### config.mk
export PLATFORM = sky130hd
export DESIGN_NAME = pipe_stage_reg
export DESIGN_NICKNAME = d
export VERILOG_FILES = /design/src/rtl/pipe_stage_reg.sv
export SDC_FILE = /design/constraint.sdc
export NUM_CORES = 1
export LEC_CHECK = 0
export CORE_ASPECT_RATIO = 1.75
export CORE_UTILIZATION = 40
export DETAILED_ROUTE_END_ITERATION = 16
export GPL_ROUTABILITY_DRIVEN = 1
export PLACE_DENSITY = 0.68
export SLEW_MARGIN = 0
export SYNTH_ARGS = -nofsm -noshare
export SYNTH_HDL_FRONTEND = slang
export SYNTH_SLANG_ARGS = --single-unit
### constraint.sdc
create_clock -name clk -period 1.95 [get_ports clk]
set_clock_uncertainty 0.1 [all_clocks]
set_input_delay 0.39 -clock clk [delete_from_list [all_inputs] [get_ports clk]]
set_output_delay 0.39 -clock clk [all_outputs]
set_load 0.03 [all_outputs]
### src/rtl/pipe_stage_reg.sv
// pipe_stage_reg: elastic 2-entry skid-buffer stage register carrying
// ctrl/data/insn bundles across one pipeline boundary with valid/ready.
//
// Ports:
//   clk, reset_n (async, active-low), flush (sync, empties the stage)
//   in_valid/in_ready/in_ctrl/in_data/in_insn    : upstream beat
//   out_valid/out_ready/out_ctrl/out_data/out_insn : downstream beat
//   stall_cnt, bubble_cnt : perf counters, present only when the
//                           PIPE_STAGE_PERF_EN macro is defined
// Bubbles (out_valid=0) show zero ctrl/data and NOP_INSN.

`ifndef OPCODE_NOP
`define OPCODE_NOP 4'hF
`endif

module pipe_stage_reg #(
  parameter int CTRL_W = 16,
  parameter int DATA_W = 64,
  parameter int INSN_W = 16,
  parameter logic [INSN_W-1:0] NOP_INSN = {`OPCODE_NOP, 12'b0}
`ifdef PIPE_STAGE_PERF_EN
  ,
  parameter int CNT_W = 16
`endif
) (
  input  logic              clk,
  input  logic              reset_n,
  input  logic              flush,
  input  logic              in_valid,
  output logic              in_ready,
  input  logic [CTRL_W-1:0] in_ctrl,
  input  logic [DATA_W-1:0] in_data,
  input  logic [INSN_W-1:0] in_insn,
  output logic              out_valid,
  input  logic              out_ready,
  output logic [CTRL_W-1:0] out_ctrl,
  output logic [DATA_W-1:0] out_data,
  output logic [INSN_W-1:0] out_insn
`ifdef PIPE_STAGE_PERF_EN
  ,
  output logic [CNT_W-1:0]  stall_cnt,
  output logic [CNT_W-1:0]  bubble_cnt
`endif
);

  typedef enum logic [1:0] {
    EMPTY = 2'd0,
    ONE   = 2'd1,
    FULL  = 2'd2
  } state_t;

  state_t state;

  logic [CTRL_W-1:0] main_ctrl, skid_ctrl;
  logic [DATA_W-1:0] main_data, skid_data;
  logic [INSN_W-1:0] main_insn, skid_insn;

  logic in_ready_q;
  logic main_v;
  logic push, pop;

  assign in_ready = in_ready_q;
  assign main_v   = (state != EMPTY);
  assign push     = in_valid & in_ready_q & ~flush;
  assign pop      = main_v & out_ready;

  // in_ready is a flop, so out_ready never reaches it combinationally.
  always_ff @(posedge clk or negedge reset_n) begin
    if (!reset_n) begin
      state      <= EMPTY;
      in_ready_q <= 1'b1;
      main_ctrl  <= '0;
      main_data  <= '0;
      main_insn  <= NOP_INSN;
      skid_ctrl  <= '0;
      skid_data  <= '0;
      skid_insn  <= NOP_INSN;
    end else if (flush) begin
      state      <= EMPTY;
      in_ready_q <= 1'b1;
    end else begin
      unique case (state)
        EMPTY: begin
          if (push) begin
            state     <= ONE;
            main_ctrl <= in_ctrl;
            main_data <= in_data;
            main_insn <= in_insn;
          end
        end
        ONE: begin
          if (push && pop) begin
            main_ctrl <= in_ctrl;
            main_data <= in_data;
            main_insn <= in_insn;
          end else if (push) begin
            state      <= FULL;
            in_ready_q <= 1'b0;
            skid_ctrl  <= in_ctrl;
            skid_data  <= in_data;
            skid_insn  <= in_insn;
          end else if (pop) begin
            state <= EMPTY;
          end
        end
        FULL: begin
          if (pop) begin
            state      <= ONE;
            in_ready_q <= 1'b1;
            main_ctrl  <= skid_ctrl;
            main_data  <= skid_data;
            main_insn  <= skid_insn;
          end
        end
        default: begin
          state      <= EMPTY;
          in_ready_q <= 1'b1;
        end
      endcase
    end
  end

  assign out_valid = main_v;
  assign out_ctrl  = main_v ? main_ctrl : '0;
  assign out_data  = main_v ? main_data : '0;
  assign out_insn  = main_v ? main_insn : NOP_INSN;

`ifdef PIPE_STAGE_PERF_EN
  // Saturating counters; flush does not touch them.
  always_ff @(posedge clk or negedge reset_n) begin
    if (!reset_n) begin
      stall_cnt  <= '0;
      bubble_cnt <= '0;
    end else begin
      if (main_v && !out_ready && (stall_cnt != '1))
        stall_cnt <= stall_cnt + 1'b1;
      if (!main_v && (bubble_cnt != '1))
        bubble_cnt <= bubble_cnt + 1'b1;
    end
  end
`endif

endmodule

==> results <==
- Port buffering added 198 buffers.
- The number of antenna violations at the first check in global routing is 1.
- The count of clock tree sinks is a little under 200.
- Measured against its own limit, the worst slew margin works out to about two thirds.
- Dividing the final minimum period by the clock period gives 113.8%.
- Dividing total power by cell area gives a power density of between 1000 and 1500 mW/mm^2.
- Yosys mapped a number of flops with a built-in enable equal to 0.
- The total overflow left after global routing is 0.
- The count of final max-slew check failures is 0.
- The cell with the most instances after synthesis is dfrtp_1.
- The worst hold path belongs to the class register to register.
- The longest clock path from root to sink contains 2 buffers.
- The count of nets after finishing is approximately 1100.
- The flow ran to the end, but the final reports show violations.
- Hold timing on the final database bottoms out at a slack of 361.2 ps.
- The later pin in the worst-skew pair is clocked with a latency of about 430 ps.
- Among all flip-flop cells after synthesis, the most frequent one is dfrtp_1.
- The congestion estimate from routability-driven global placement came to 0.7550.
- The floorplan step set the die height to about 200 um.
- The remaining number of nets flagged by the antenna check after routing is 0.
- The design area is ~0.013 mm^2.
- The highest achievable clock rate is roughly 450 MHz.
- The cell area after technology mapping is approximately 0.0088 mm^2.
- The async set-reset flop share out of synthesis is 100.0%.
- The area added between synthesis and finish is 44.38%.
- Of all nets on the critical path, the largest fanout is 6.
- Across all setup checks in the final design, the least slack found is -269.7 ps.
- The post-synthesis sequential element count is a little under 200.
- The cell row count is between 70 and 80.
- The number of global-route vias before repair came to around 6300.
- The minimum period implied by the final worst setup slack is between 2000 and 2500 ps.
- The number of distinct standard cells referenced by the synthesized netlist is 28.
- Detailed placement ended at an HPWL of 13890 um.
- TritonCTS built the clock tree.
- The slew at the pin closest to its max-slew limit is roughly 500 ps.
- The starting density of the core is about two fifths.
- The share of synthesized area occupied by flip-flops and latches is a little under three fifths.
- The number of vias after detailed routing is 6161.
- At the worst endpoint, the arrival time is about 1700 ps.
- The overall die area is about 0.023 mm^2.
- The overall fraction of global-route tracks in use is roughly a fifth.
- In this run the cell area measured after placement is 0.01128 mm^2.
- The core area is between 0.02 and 0.025 mm^2.
- After detailed routing, the number of remaining DRC violations is 0.
- By area the synthesized netlist is led by dfrtp_1, mux2_2, mux2i_1, and2_1, nand2_1.
- Of the cells placed in the final design, the portion with a size suffix greater than 1 is 39.14%.
- The width of the die is 114.4 um.
- After detailed routing, the number of vias per cell comes to 4.836.
- The number of levels in the clock H-tree is 4.
- The checks that failed: setup timing.
- Fill cells in the final layout number approximately 1800.
- In the final routed layout, each cell accounts on average for 17.34 um.
- The Yosys step of the flow raised 0 warnings.
- By count the netlist is led by dfrtp_1, nand2_1, mux2_2, mux2i_1, and2_1.
- TritonCTS created 17 clock buffers.
- At the worst endpoint, the required time is between 1000 and 1500 ps.
- The analysis attributes to cell leakage a power of roughly 5.6 nW.
- Synthesis handed over a netlist of 750 instances.
- The kind of launch point of the worst setup path is a register.
- The maximum number of pins on one net before global-route repair is 57.
- The worst setup path is captured at an output pin.
- Setup repair after global routing could not meet its margin everywhere.
- IR analysis of the VDD net gives a maximum drop of approximately 0.64 mV.
- The count of maximum capacitance violations is 0.
- The biggest area contributor in the post-synthesis netlist is dfrtp_1.
- about 200 I/O pins were placed.
- The post-synth net total is approximately 850.
- The wire length reported by the detailed router is roughly 22000 um.
- The total setup violations reported at the end of the flow is 106.
- The first detailed-routing pass ran for 4 iterations.
- The first global-routing pass estimated ~33000 um of wire.
- The number of DRC markers in iteration 0 is between 200 and 250.
- The average instance in the mapped netlist occupies between 10 and 15 um^2.
- The top cell type by area accounts for between 50 and 60% of the synthesized area.
- The number of endpoints with negative hold slack in the final report came to 0.
- The setup path with the least slack is of type register to output pin.
- After clock tree synthesis, the clock-pin slew on the worst setup and hold paths is 70 ps.
- The total power is about 13 mW.
- The master cell of the clock root buffer is clkbuf_16.
==> power breakdown <==
| group | internal [mW] | leakage [nW] | switching (mW) |
|---|---|---|---|
| combinational | 1.90 | 2.93 | 1.51 |
| sequential | 5.21 | 2.39 | 0.561 |
| clock | 2.09 | 0.288 | 1.55 |
| total | 9.19 | 5.61 | 3.61 |
==> registers in the layout, summed over array words and instances (netlist names) <==
name / count
main_ctrl: 16
main_data: 64
in_ready: 1
skid_ctrl: 16
main_insn: 16
state: 2
skid_data: 64
skid_insn: 16
==> per-layer routing <==
metal  track usage (%)  vias to the layer above  share of wire, %
met5                 0                        -                 0
met4             7.023                        0               1.5
met3             5.210                       15               3.8
met2             35.51                      129                56
met1             21.35                     3034                38
li1                  -                     2983                 -
==> worst max-delay path, stage by stage, from the launching register on <==
cell and delay, ps:
dfrtp_1 430, or2_4 360, clkbuf_16 200, and2_4 170, buf_6 130
==> per-stage QoR <==
stage | setup WS [ps] | setup TNS, ps | instances | util, %
final | -269.7 | -20940 | 1274 | 59.14
after global routing | -309.6 | -30450 | 1274 | 59.14
after CTS | -278.3 | -21800 | 1259 | 57.51
after detailed placement | -188.3 | -30990 | 1224 | 52.25
after global placement | -154.4 | -26160 | 1224 | 52.25
after floorplan | -61.91 | -2345 | 750 | -
==> cells in the final DEF (no fill, tap or decap), types with 2 or more instances in the layout <==
cell | Yosys | layout
dfrtp_1 | 186 | 186
nand2_1 | 100 | 100
clkdlybuf4s50_1 | 0 | 99
mux2i_1 | 96 | 96
mux2_2 | 96 | 96
buf_6 | 9 | 93
and2_4 | 0 | 86
o21ai_0 | 75 | 75
buf_12 | 0 | 26
clkbuf_16 | 0 | 23
o21ai_1 | 21 | 21
buf_4 | 2 | 18
dfstp_2 | 9 | 9
and2_1 | 92 | 6
nand2b_4 | 0 | 4
clkinvlp_4 | 0 | 4
buf_8 | 1 | 4
or2_4 | 0 | 3
clkinv_4 | 0 | 3
bufinv_16 | 0 | 3
clkbuf_8 | 0 | 3
nor2_1 | 2 | 2
a21oi_1 | 2 | 2
clkinv_2 | 0 | 2
buf_16 | 0 | 2
==> cells by family (layout without fill, tap and decap cells) <==
family                 after synthesis  after routing  share of synthesized area [%]
and+or+nand+nor                    207            209                          11.91
DFF                                195            195                          55.31
other                                0              1                              0
buffers and inverters               55            284                          3.721
muxes                              192            192                          23.09
AOI/OAI and AO/OA                  101            101                          5.957
==> repair_timing <==
item / 4_1_cts / 5_1_grt
pin swaps: 2 / 52
setup endpoints to repair: 98 / 97
hold endpoints to repair: 43 / 0
setup buffers: 0 / 2
hold buffers: 1 / 0
cloned: 2 / 12
resized for setup: 145 / 53
==> area by class of cell <==
cell class | count | area [um^2] | share of cell area (%)
antenna | 1 | 2.502 | 0.01960
clock buffer | 20 | 456.7 | 3.577
clock inverter | 12 | 156.4 | 1.225
inverter | 1 | 3.754 | 0.02940
multi-input combinational | 502 | 3897 | 30.53
sequential | 195 | 4891 | 38.31
tap | 292 | 365.4 | 2.862
timing repair buffer | 251 | 2993 | 23.44
==> path summary, 6_finish.rpt <==
check                      cells past startpoint           from             to  slack (ps)
max in group asynchronous                      3        reset_n  skid_insn[14]         760
hold / removal                                 2  main_insn[13]  main_insn[13]         360
setup / recovery                               4       state[0]   out_data[46]        -270
min in group asynchronous                      2        reset_n  main_data[51]         400
setup reg to reg                               7       state[0]   main_insn[9]         -10
hold reg to reg                                2  main_insn[13]  main_insn[13]         360
No activity file was read; power rests on OpenSTA's default activity.
